--- src/rtl/vga_timing_gen_if.sv ---
// Raster timing bundle between the timing generator and the pixel renderers.
// The generator drives the counters, syncs, coordinates and strobes. The
// consumer side supplies the pixel enable.
`timescale 1ns/1ps

interface vga_timing_gen_if #(
    parameter int unsigned CW = 10
) ();
    logic          ce;
    logic [CW-1:0] h_counter;
    logic [CW-1:0] v_counter;
    logic          hsync;
    logic          vsync;
    logic          active;
    logic [CW-1:0] x;
    logic [CW-1:0] y;
    logic          line_start;
    logic          frame_start;

    modport master (
        input  ce,
        output h_counter, v_counter, hsync, vsync, active, x, y, line_start, frame_start
    );

    modport slave (
        output ce,
        input  h_counter, v_counter, hsync, vsync, active, x, y, line_start, frame_start
    );
endinterface

--- src/rtl/vga_timing_gen.sv ---
// Parametrised VGA raster timing generator. Each line and each frame run in the
// order sync, back porch, active, front porch. Position 0 is the first sync pixel.
// Decoded outputs are registered from next-state counters, so they line up with
// the counters and do not glitch.
`timescale 1ns/1ps

module vga_timing_gen #(
    parameter int unsigned H_ACTIVE  = 640,
    parameter int unsigned H_FP      = 16,
    parameter int unsigned H_SYNC    = 96,
    parameter int unsigned H_BP      = 48,
    parameter int unsigned V_ACTIVE  = 480,
    parameter int unsigned V_FP      = 10,
    parameter int unsigned V_SYNC    = 2,
    parameter int unsigned V_BP      = 29,
    parameter bit          HSYNC_POL = 1'b0,
    parameter bit          VSYNC_POL = 1'b0,
    parameter int unsigned CW        = 10
) (
    input logic              pixel_clk,
    input logic              rst,
    vga_timing_gen_if.master bus
);
    localparam int unsigned H_TOTAL = H_SYNC + H_BP + H_ACTIVE + H_FP;
    localparam int unsigned V_TOTAL = V_SYNC + V_BP + V_ACTIVE + V_FP;
    localparam int unsigned H_START = H_SYNC + H_BP;
    localparam int unsigned H_END   = H_START + H_ACTIVE;
    localparam int unsigned V_START = V_SYNC + V_BP;
    localparam int unsigned V_END   = V_START + V_ACTIVE;

    // Reject configurations the counters cannot represent, or that make no sense.
    if (64'(H_TOTAL) > (64'd1 << CW)) begin : g_bad_h_total
        $error("vga_timing_gen: H_TOTAL does not fit in CW bits");
    end
    if (64'(V_TOTAL) > (64'd1 << CW)) begin : g_bad_v_total
        $error("vga_timing_gen: V_TOTAL does not fit in CW bits");
    end
    if (H_SYNC == 0 || H_ACTIVE == 0 || V_SYNC == 0 || V_ACTIVE == 0) begin : g_bad_zero
        $error("vga_timing_gen: sync and active widths must be non-zero");
    end

    logic [CW-1:0] h_q, h_d, v_q, v_d;
    logic [CW-1:0] x_q, x_d, y_q, y_d;
    logic          hsync_q, hsync_d, vsync_q, vsync_d, active_q, active_d;
    logic          h_last, v_last, h_act, v_act;
    logic [31:0]   h_ext, v_ext;

    // Next raster position: reset wins, otherwise step once per pixel enable.
    always_comb begin
        h_last = (h_q == CW'(H_TOTAL - 1));
        v_last = (v_q == CW'(V_TOTAL - 1));
        h_d    = h_q;
        v_d    = v_q;
        if (rst) begin
            h_d = '0;
            v_d = '0;
        end else if (bus.ce) begin
            if (h_last) begin
                h_d = '0;
                v_d = v_last ? '0 : v_q + CW'(1);
            end else begin
                h_d = h_q + CW'(1);
            end
        end
    end

    // Decode syncs and the visible window from the next position. Under reset
    // this yields the (0,0) values: syncs asserted, inactive, zero coordinates.
    always_comb begin
        h_ext    = 32'(h_d);
        v_ext    = 32'(v_d);
        hsync_d  = (h_ext < H_SYNC) ? HSYNC_POL : ~HSYNC_POL;
        vsync_d  = (v_ext < V_SYNC) ? VSYNC_POL : ~VSYNC_POL;
        h_act    = (h_ext >= H_START) && (h_ext < H_END);
        v_act    = (v_ext >= V_START) && (v_ext < V_END);
        active_d = h_act && v_act;
        x_d      = active_d ? CW'(h_ext - H_START) : '0;
        y_d      = active_d ? CW'(v_ext - V_START) : '0;
    end

    // Position and decoded-output registers.
    always_ff @(posedge pixel_clk) begin
        h_q      <= h_d;
        v_q      <= v_d;
        hsync_q  <= hsync_d;
        vsync_q  <= vsync_d;
        active_q <= active_d;
        x_q      <= x_d;
        y_q      <= y_d;
    end

    assign bus.h_counter   = h_q;
    assign bus.v_counter   = v_q;
    assign bus.hsync       = hsync_q;
    assign bus.vsync       = vsync_q;
    assign bus.active      = active_q;
    assign bus.x           = x_q;
    assign bus.y           = y_q;
    // Strobes mark the enabled cycle that presents position 0 of a line/frame.
    assign bus.line_start  = bus.ce & ~rst & (h_q == '0);
    assign bus.frame_start = bus.ce & ~rst & (h_q == '0) & (v_q == '0);
endmodule

--- src/flat_wrapper.sv ---
// flat-port wrapper written by rule: the top's interface ports become plain ports
module vga_timing_gen_flat 
#(
    parameter int unsigned H_ACTIVE  = 640,
    parameter int unsigned H_FP      = 16,
    parameter int unsigned H_SYNC    = 96,
    parameter int unsigned H_BP      = 48,
    parameter int unsigned V_ACTIVE  = 480,
    parameter int unsigned V_FP      = 10,
    parameter int unsigned V_SYNC    = 2,
    parameter int unsigned V_BP      = 29,
    parameter bit          HSYNC_POL = 1'b0,
    parameter bit          VSYNC_POL = 1'b0,
    parameter int unsigned CW        = 10
)
  (pixel_clk, rst, bus_ce, bus_h_counter, bus_v_counter, bus_hsync, bus_vsync, bus_active, bus_x, bus_y, bus_line_start, bus_frame_start);
  vga_timing_gen_if #(.CW(CW)) bus_i ();
  input logic pixel_clk;
  input logic rst;
  input wire logic [$bits(bus_i.ce)-1:0] bus_ce;
  output wire logic [$bits(bus_i.h_counter)-1:0] bus_h_counter;
  output wire logic [$bits(bus_i.v_counter)-1:0] bus_v_counter;
  output wire logic [$bits(bus_i.hsync)-1:0] bus_hsync;
  output wire logic [$bits(bus_i.vsync)-1:0] bus_vsync;
  output wire logic [$bits(bus_i.active)-1:0] bus_active;
  output wire logic [$bits(bus_i.x)-1:0] bus_x;
  output wire logic [$bits(bus_i.y)-1:0] bus_y;
  output wire logic [$bits(bus_i.line_start)-1:0] bus_line_start;
  output wire logic [$bits(bus_i.frame_start)-1:0] bus_frame_start;
  assign bus_i.ce = bus_ce;
  assign bus_h_counter = bus_i.h_counter;
  assign bus_v_counter = bus_i.v_counter;
  assign bus_hsync = bus_i.hsync;
  assign bus_vsync = bus_i.vsync;
  assign bus_active = bus_i.active;
  assign bus_x = bus_i.x;
  assign bus_y = bus_i.y;
  assign bus_line_start = bus_i.line_start;
  assign bus_frame_start = bus_i.frame_start;
  vga_timing_gen #(.H_ACTIVE(H_ACTIVE), .H_FP(H_FP), .H_SYNC(H_SYNC), .H_BP(H_BP), .V_ACTIVE(V_ACTIVE), .V_FP(V_FP), .V_SYNC(V_SYNC), .V_BP(V_BP), .HSYNC_POL(HSYNC_POL), .VSYNC_POL(VSYNC_POL), .CW(CW)) u_core (.pixel_clk(pixel_clk), .rst(rst), .bus(bus_i));
endmodule
--- config.mk ---
export PLATFORM = sky130hd
export DESIGN_NAME = vga_timing_gen_flat
export DESIGN_NICKNAME = d
export VERILOG_FILES = /design/src/rtl/vga_timing_gen_if.sv /design/src/rtl/vga_timing_gen.sv /design/src/flat_wrapper.sv
export SDC_FILE = /design/constraint.sdc
export NUM_CORES = 1
export LEC_CHECK = 0
export ABC_AREA = 1
export CORE_ASPECT_RATIO = 0.6
export CORE_MARGIN = 2
export CORE_UTILIZATION = 49
export CTS_BUF_LIST = sky130_fd_sc_hd__clkbuf_2
export DETAILED_ROUTE_END_ITERATION = 7
export PLACE_DENSITY = 0.79
export RECOVER_POWER = 50
export SETUP_SLACK_MARGIN = 0.3
export SYNTH_ARGS = -nofsm -noshare
export SYNTH_HDL_FRONTEND = slang
export SYNTH_SLANG_ARGS = --single-unit
--- constraint.sdc ---
create_clock -name pixel_clk -period 2.65 [get_ports pixel_clk]
set_clock_uncertainty 0.2 [all_clocks]
set_input_delay 0.795 -clock pixel_clk [delete_from_list [all_inputs] [get_ports pixel_clk]]
set_output_delay 0.795 -clock pixel_clk [all_outputs]
set_load 0.01 [all_outputs]
# Yosys cells after proc, flatten, opt, wreduce, memory -nomap -nowiden
# Index checks and enable logic that the tools add are counted.
# W data, S select, Z words.
word_totals:
  regBits: 43
  elab_cells: 37
  output_inout_bits: 45
  in_bits: 3
classes:
  bitwise_logic: 4
  muxes: 9
  n_lt_le_gt_ge: 6
  add_sub_neg: 4
  reduce_logical: 5
  eq_ne: 2
op_table:
  columns: ["cell", "count"]
  rows:
  - ["$mux W10", 7]
  - ["$add A10 B1 Y10 const B", 2]
  - ["$eq A10 B10 Y1 const B", 2]
  - ["$logic_not A10 Y1", 2]
  - ["$ge A10 B5 Y1 const B", 1]
  - ["$ge A10 B8 Y1 const B", 1]
  - ["$lt A10 B10 Y1 const B", 1]
  - ["$lt A10 B2 Y1 const B", 1]
  - ["$lt A10 B7 Y1 const B", 1]
  - ["$lt A10 B9 Y1 const B", 1]
  - ["$sub A10 B5 Y10 const B", 1]
  - ["$sub A10 B8 Y10 const B", 1]
  - ["$and A1 B1 Y1", 3]
  - ["$logic_and A1 B1 Y1", 3]
  - ["$mux W1", 2]
  - ["$not A1 Y1", 1]

# Logic depth before layout (Yosys ltp)
# Gate-level depths: netlist (run 1).
depth:
  depth_word: 8
  mapped_depth: 18

# Worst setup path after synthesis (run 1)
# No wires, ideal clock.
synth_timing:
  path_type: "input port to output port"
  start: "in bus_ce"
  end: "out bus_frame_start"
  arrival_time_ns: 1.909
  setup_slack_ns: -0.254
  cell_stages: 5
  path_cell_list: "buf_4 > clkinv_1 > nor4_1 > nand3_1 > nor4b_1"
synth_via:
  elab_chain_cells: 3
synth_lines:
  columns: ["element", "line_no", "source"]
  rows:
  - ["start: declaration", "flat_wrapper.sv:20", "input wire logic [$bits(bus_i.ce)-1:0] bus_ce;"]
  - ["$and A1 B1 Y1 (3 in a row)", "vga_timing_gen.sv:101", "assign bus.frame_start = bus.ce & ~rst & (h_q == '0) & (v_q == '0);"]
  - ["end: declaration", "flat_wrapper.sv:29", "output wire logic [$bits(bus_i.frame_start)-1:0] bus_frame_start;"]
# Every way passes these cells.

# Worst setup path in the final report (run 1)
layout_timing:
  start: "reg u_core.h_q[3] (netlist: u_core.bus.h_counter[3])"
  end: "reg u_core.x_q[6] (netlist: u_core.bus.x[6])"
layout_via:
  elab_chain_cells: 7
  elab_cells_between_ends: 16
  classes_between: "add/sub (2); order compare (4); eq/ne (1); mux (6); reduce/logical (3)"
layout_lines:
  columns: ["element", "line_no", "source"]
  rows:
  - ["start: declaration", "vga_timing_gen.sv:42", "logic [CW-1:0] h_q, h_d, v_q, v_d;"]
  - ["start signal: assignment", "vga_timing_gen.sv:83", "h_q <= h_d;"]
  - ["$add A10 B1 Y10 or $eq A10 B10 Y1 (tied branches)", "vga_timing_gen.sv:62, vga_timing_gen.sv:50", null]
  - ["$mux W10", "vga_timing_gen.sv:58", "if (h_last) begin"]
  - ["$mux W10", "vga_timing_gen.sv:57", "end else if (bus.ce) begin"]
  - ["$mux W10", "vga_timing_gen.sv:54", "if (rst) begin"]
  - ["$ge A10 B8 Y1, or another cell as far along", "vga_timing_gen.sv:74", "h_act = (h_ext >= H_START) && (h_ext < H_END);"]
  - ["$logic_and A1 B1 Y1, on equally long branches", "vga_timing_gen.sv:74, vga_timing_gen.sv:75", null]
  - ["$logic_and A1 B1 Y1", "vga_timing_gen.sv:76", "active_d = h_act && v_act;"]
  - ["end signal: assignment", "vga_timing_gen.sv:88", "x_q <= x_d;"]
  - ["end: declaration", "vga_timing_gen.sv:43", "logic [CW-1:0] x_q, x_d, y_q, y_d;"]
# Several ways; a longest one is shown, not always the timed one.
# A chain may end at the register's enable or synchronous reset.

==> key figures, run 1 <==
Detailed routing
  – Vias: 3,586
  – Final ANT Viol Nets: 0
  – Remaining DRCs: 0
  – Initial DRC Count: 712
  – Total wire length: 12.2 mm
  – DR pass1 iterations: 7
  – Vias per cell: between 6 and 7
  – Routed len/inst: 20.7 um

Critical path
  – Setup crit start kind: flop
  – Critical-path top delay cell: dfxtp_2
  – CP Class: reg -> reg
  – FF-to-FF setup slack: -0.34 ns
  – Cell Chain, Critical Path: buf_4, nand2_2, buf_4, nor2_1, nand2_1, nand2_1, nand2_1, nand2_1, nand3_1, nor2_1, nand2_1, nand2_1, nor2_2, nor2_2, nand3_4, buf_12, nor2_4
  – Buffers & Inverters on Critical Path: 3
  – CP max FO: 5
  – CP most frequent cell: nand2_1
  – Crit path DAT: roughly 3.2 ns
  – Crit end category: flop
  – CP delay by family, top: simple AND/OR/NAND/NOR gates
  – CP max stage delay: 0.46 ns
  – Worst EP required: around 2.8 ns

Floorplan
  – Chip width: 96.1 um
  – Die Area: between 0.005 and 0.006 mm2
  – Row count: 20
  – Placeable Area: 0.00498 mm2
  – Initial core utilization: 50.1%
  – Boundary Pins: 48
  – Die extent in y: 59.3 um

Synth
  – Synth unique cells: 34
  – Synth Register Bits: 43
  – Synth Flop Type: dfxtp_1
  – Synth warn: 0
  – Syn avg cell area: 6.65 um2
  – Mapped cell area: 0.00249 mm2
  – Cells after synthesis: ~380
  – EDFF count, synth: 0
  – Synth async-reset ratio: 0%
  – Sequential share of the synthesized area: approximately 35%
  – Mapped Nets: 385

Layout
  – Final #Nets: 533
  – Filler cells: 251
  – Final instance area: about 0.0043 mm2
  – Most frequent cells in the layout: nand2_1, buf_4, inv_1
  – # diodes: 0
  – Share of layout cells above drive strength 1: 44.9%
  – Most common cell after layout, fill and taps aside: nand2_1
  – Area Growth Syn to Fin: 73.5%

Global routing
  – Initial antenna violation count: 0
  – Pin count of the biggest net entering global routing: 14
  – All-Layer GR Usage: 31.1%
  – Gr ovfl total: 0
  – Vias in the first global route: 2,710
  – First-pass GRT wire length: between 10 and 15 mm

Job
  – Max-cap viol count: 0

Timing
  – Worst-Margin Slew: ~0.5 ns
  – RSZ-0062 raised after global routing: true
  – Fmax: ~330 MHz
  – Final period util: 113%
  – Final setup fails: 24
  – Final hold violations: 0
  – Max Slew Vio Count: 0
  – Slew margin rel.: 67.0%
  – Final min period: 2.99 ns
  – Setup ws final: -0.340 ns

Clock tree
  – Clock transition at path regs: 0.25 ns
  – Clock latency on the worst-skew pair: 0.47 ns
  – Worst-case clock buffer depth: 2
  – CTS tree: yes
  – Clk root buf: clkbuf_2
  – # clock sinks: 43
  – Cts bufs inserted: 5
  – H-tree depth: 2
  – CTS Hold Bufs: 0

Place
  – Area of placed instances: roughly 0.0037 mm2
  – Hpwl dp: between 6 and 7 mm
  – Routability cong.: roughly 0.91
  – Count of input and output buffers: 47

Power and ir drop
  – Pwr Total: about 1300 uW
  – Power Dens Cells: 299 mW/mm2
  – Peak supply drop: 0.000359 V
  – Leakage power: 0.00248 uW

Min path
  – Hold Path Class: reg -> reg

Status
  – Failing checks: setup timing
  – Status: complete, but fails checks
## cell usage after synthesis, types with 2 or more instances
master / instances / share of area (%)
nand2_1: 116 / 17
inv_1: 53 / 8.0
dfxtp_1: 43 / 35
nor2_1: 37 / 5.6
nand3_1: 33 / 6.6
nor2_2: 24 / 6.0
ha_1: 7 / 3.5
nand2_2: 7 / 1.8
nand4_1: 7 / 1.8
nand3_2: 5 / 2.0
o21ai_0: 5 / 1.0
a21oi_1: 4 / 0.80
nor2_4: 4 / 1.8
inv_2: 3 / 0.45
nor3_1: 3 / 0.60
buf_2: 2 / 0.40
buf_6: 2 / 0.90
nor3_2: 2 / 0.80
o21ai_1: 2 / 0.40
xor2_1: 2 / 0.70
## path summary, 6_finish.rpt
kind,from,end,cells past startpoint
hold / removal,u_core.bus.h_counter[8]$_DFF_P_,u_core.bus.h_counter[8]$_DFF_P_,4
setup / recovery,u_core.bus.h_counter[3]$_DFF_P_,u_core.bus.x[6]$_SDFF_PN0_,17
setup reg to reg,u_core.bus.h_counter[3]$_DFF_P_,u_core.bus.x[6]$_SDFF_PN0_,17
hold reg to reg,u_core.bus.h_counter[8]$_DFF_P_,u_core.bus.h_counter[8]$_DFF_P_,4
## layer usage
layer | up-vias | wire length [um] | GRT usage, %
li1 | 1459 | - | -
met1 | 1611 | 4390 | 45.7
met2 | 400 | 5110 | 45.8
met3 | 116 | 1980 | 8.14
met4 | 0 | 704 | 7.14
met5 | - | 0 | 0
## area by class of cell
class	count	area, um2	share of cell area [%]
inverter	57	220	5.09
tap	66	82.6	1.91
timing repair buffer	147	1330	30.6
multi-input combinational	269	1730	39.9
clock buffer	5	25.0	0.578
clock inverter	2	37.5	0.867
sequential	43	911	21.0
## sequential cells by signal, indices dropped and copies added (netlist names)
register / count
u_core.bus.active: 1
u_core.bus.h_counter: 10
u_core.bus.hsync: 1
u_core.bus.v_counter: 10
u_core.bus.vsync: 1
u_core.bus.x: 10
u_core.bus.y: 10
## power by group
part / leakage, uW / internal, uW / switching [uW]
registers: 0.000363 / 655 / 9.58
clock network: 0.0000350 / 153 / 251
logic: 0.00208 / 98.0 / 128
total: 0.00248 / 906 / 388
## worst register-to-register path, delay by kind of cell, from the launching register on
kind / cells / cell delay [ns]
AND/OR/NAND/NOR: 14 / 1.72
flip-flops: 1 / 0.46
buffers and inverters: 3 / 0.53
## logic make-up (layout without fill, tap and decap cells)
logic type	count (synthesis)	in the layout	share of synthesized area (%)
flip-flops	43	43	34.5
adder cells (fa/ha/maj)	7	7	3.51
AO/OA/AOI/OAI	15	15	3.71
buffers and inverters	63	211	10.7
AND/OR/NAND/NOR	244	244	46.5
XOR/XNOR	3	3	1.05
## per-stage QoR
step / std cells / setup slack (ns) / hold slack, ns / util (%) / TNS (ns)
after floorplan: 375 / -0.0274 / 0.434 / - / -0.512
after global placement: 561 / -0.820 / 0.442 / 73.3 / -18.50
after detailed placement: 561 / -0.929 / 0.489 / 73.3 / -21.73
after CTS: 576 / -0.166 / 0.487 / 76.3 / -2.32
after global routing: 589 / -0.427 / 0.569 / 86.9 / -8.67
final: 589 / -0.340 / 0.535 / 86.9 / -6.82
## timing repair
action                                  4_1_cts  5_1_grt
buffers inserted                              8       11
pin swaps                                     3       28
gates cloned                                  0        2
endpoints found under the setup margin       46       43
resized for setup                            68      103
Note: power is estimated with default switching activity, not from simulation.
==> inputs of run 2 (changes only) <==
- CTS_CLUSTER_DIAMETER: unset -> 200
==> results of run 2 <==
Same layout as run 1: the final DEF is identical, and so are final timing and power.
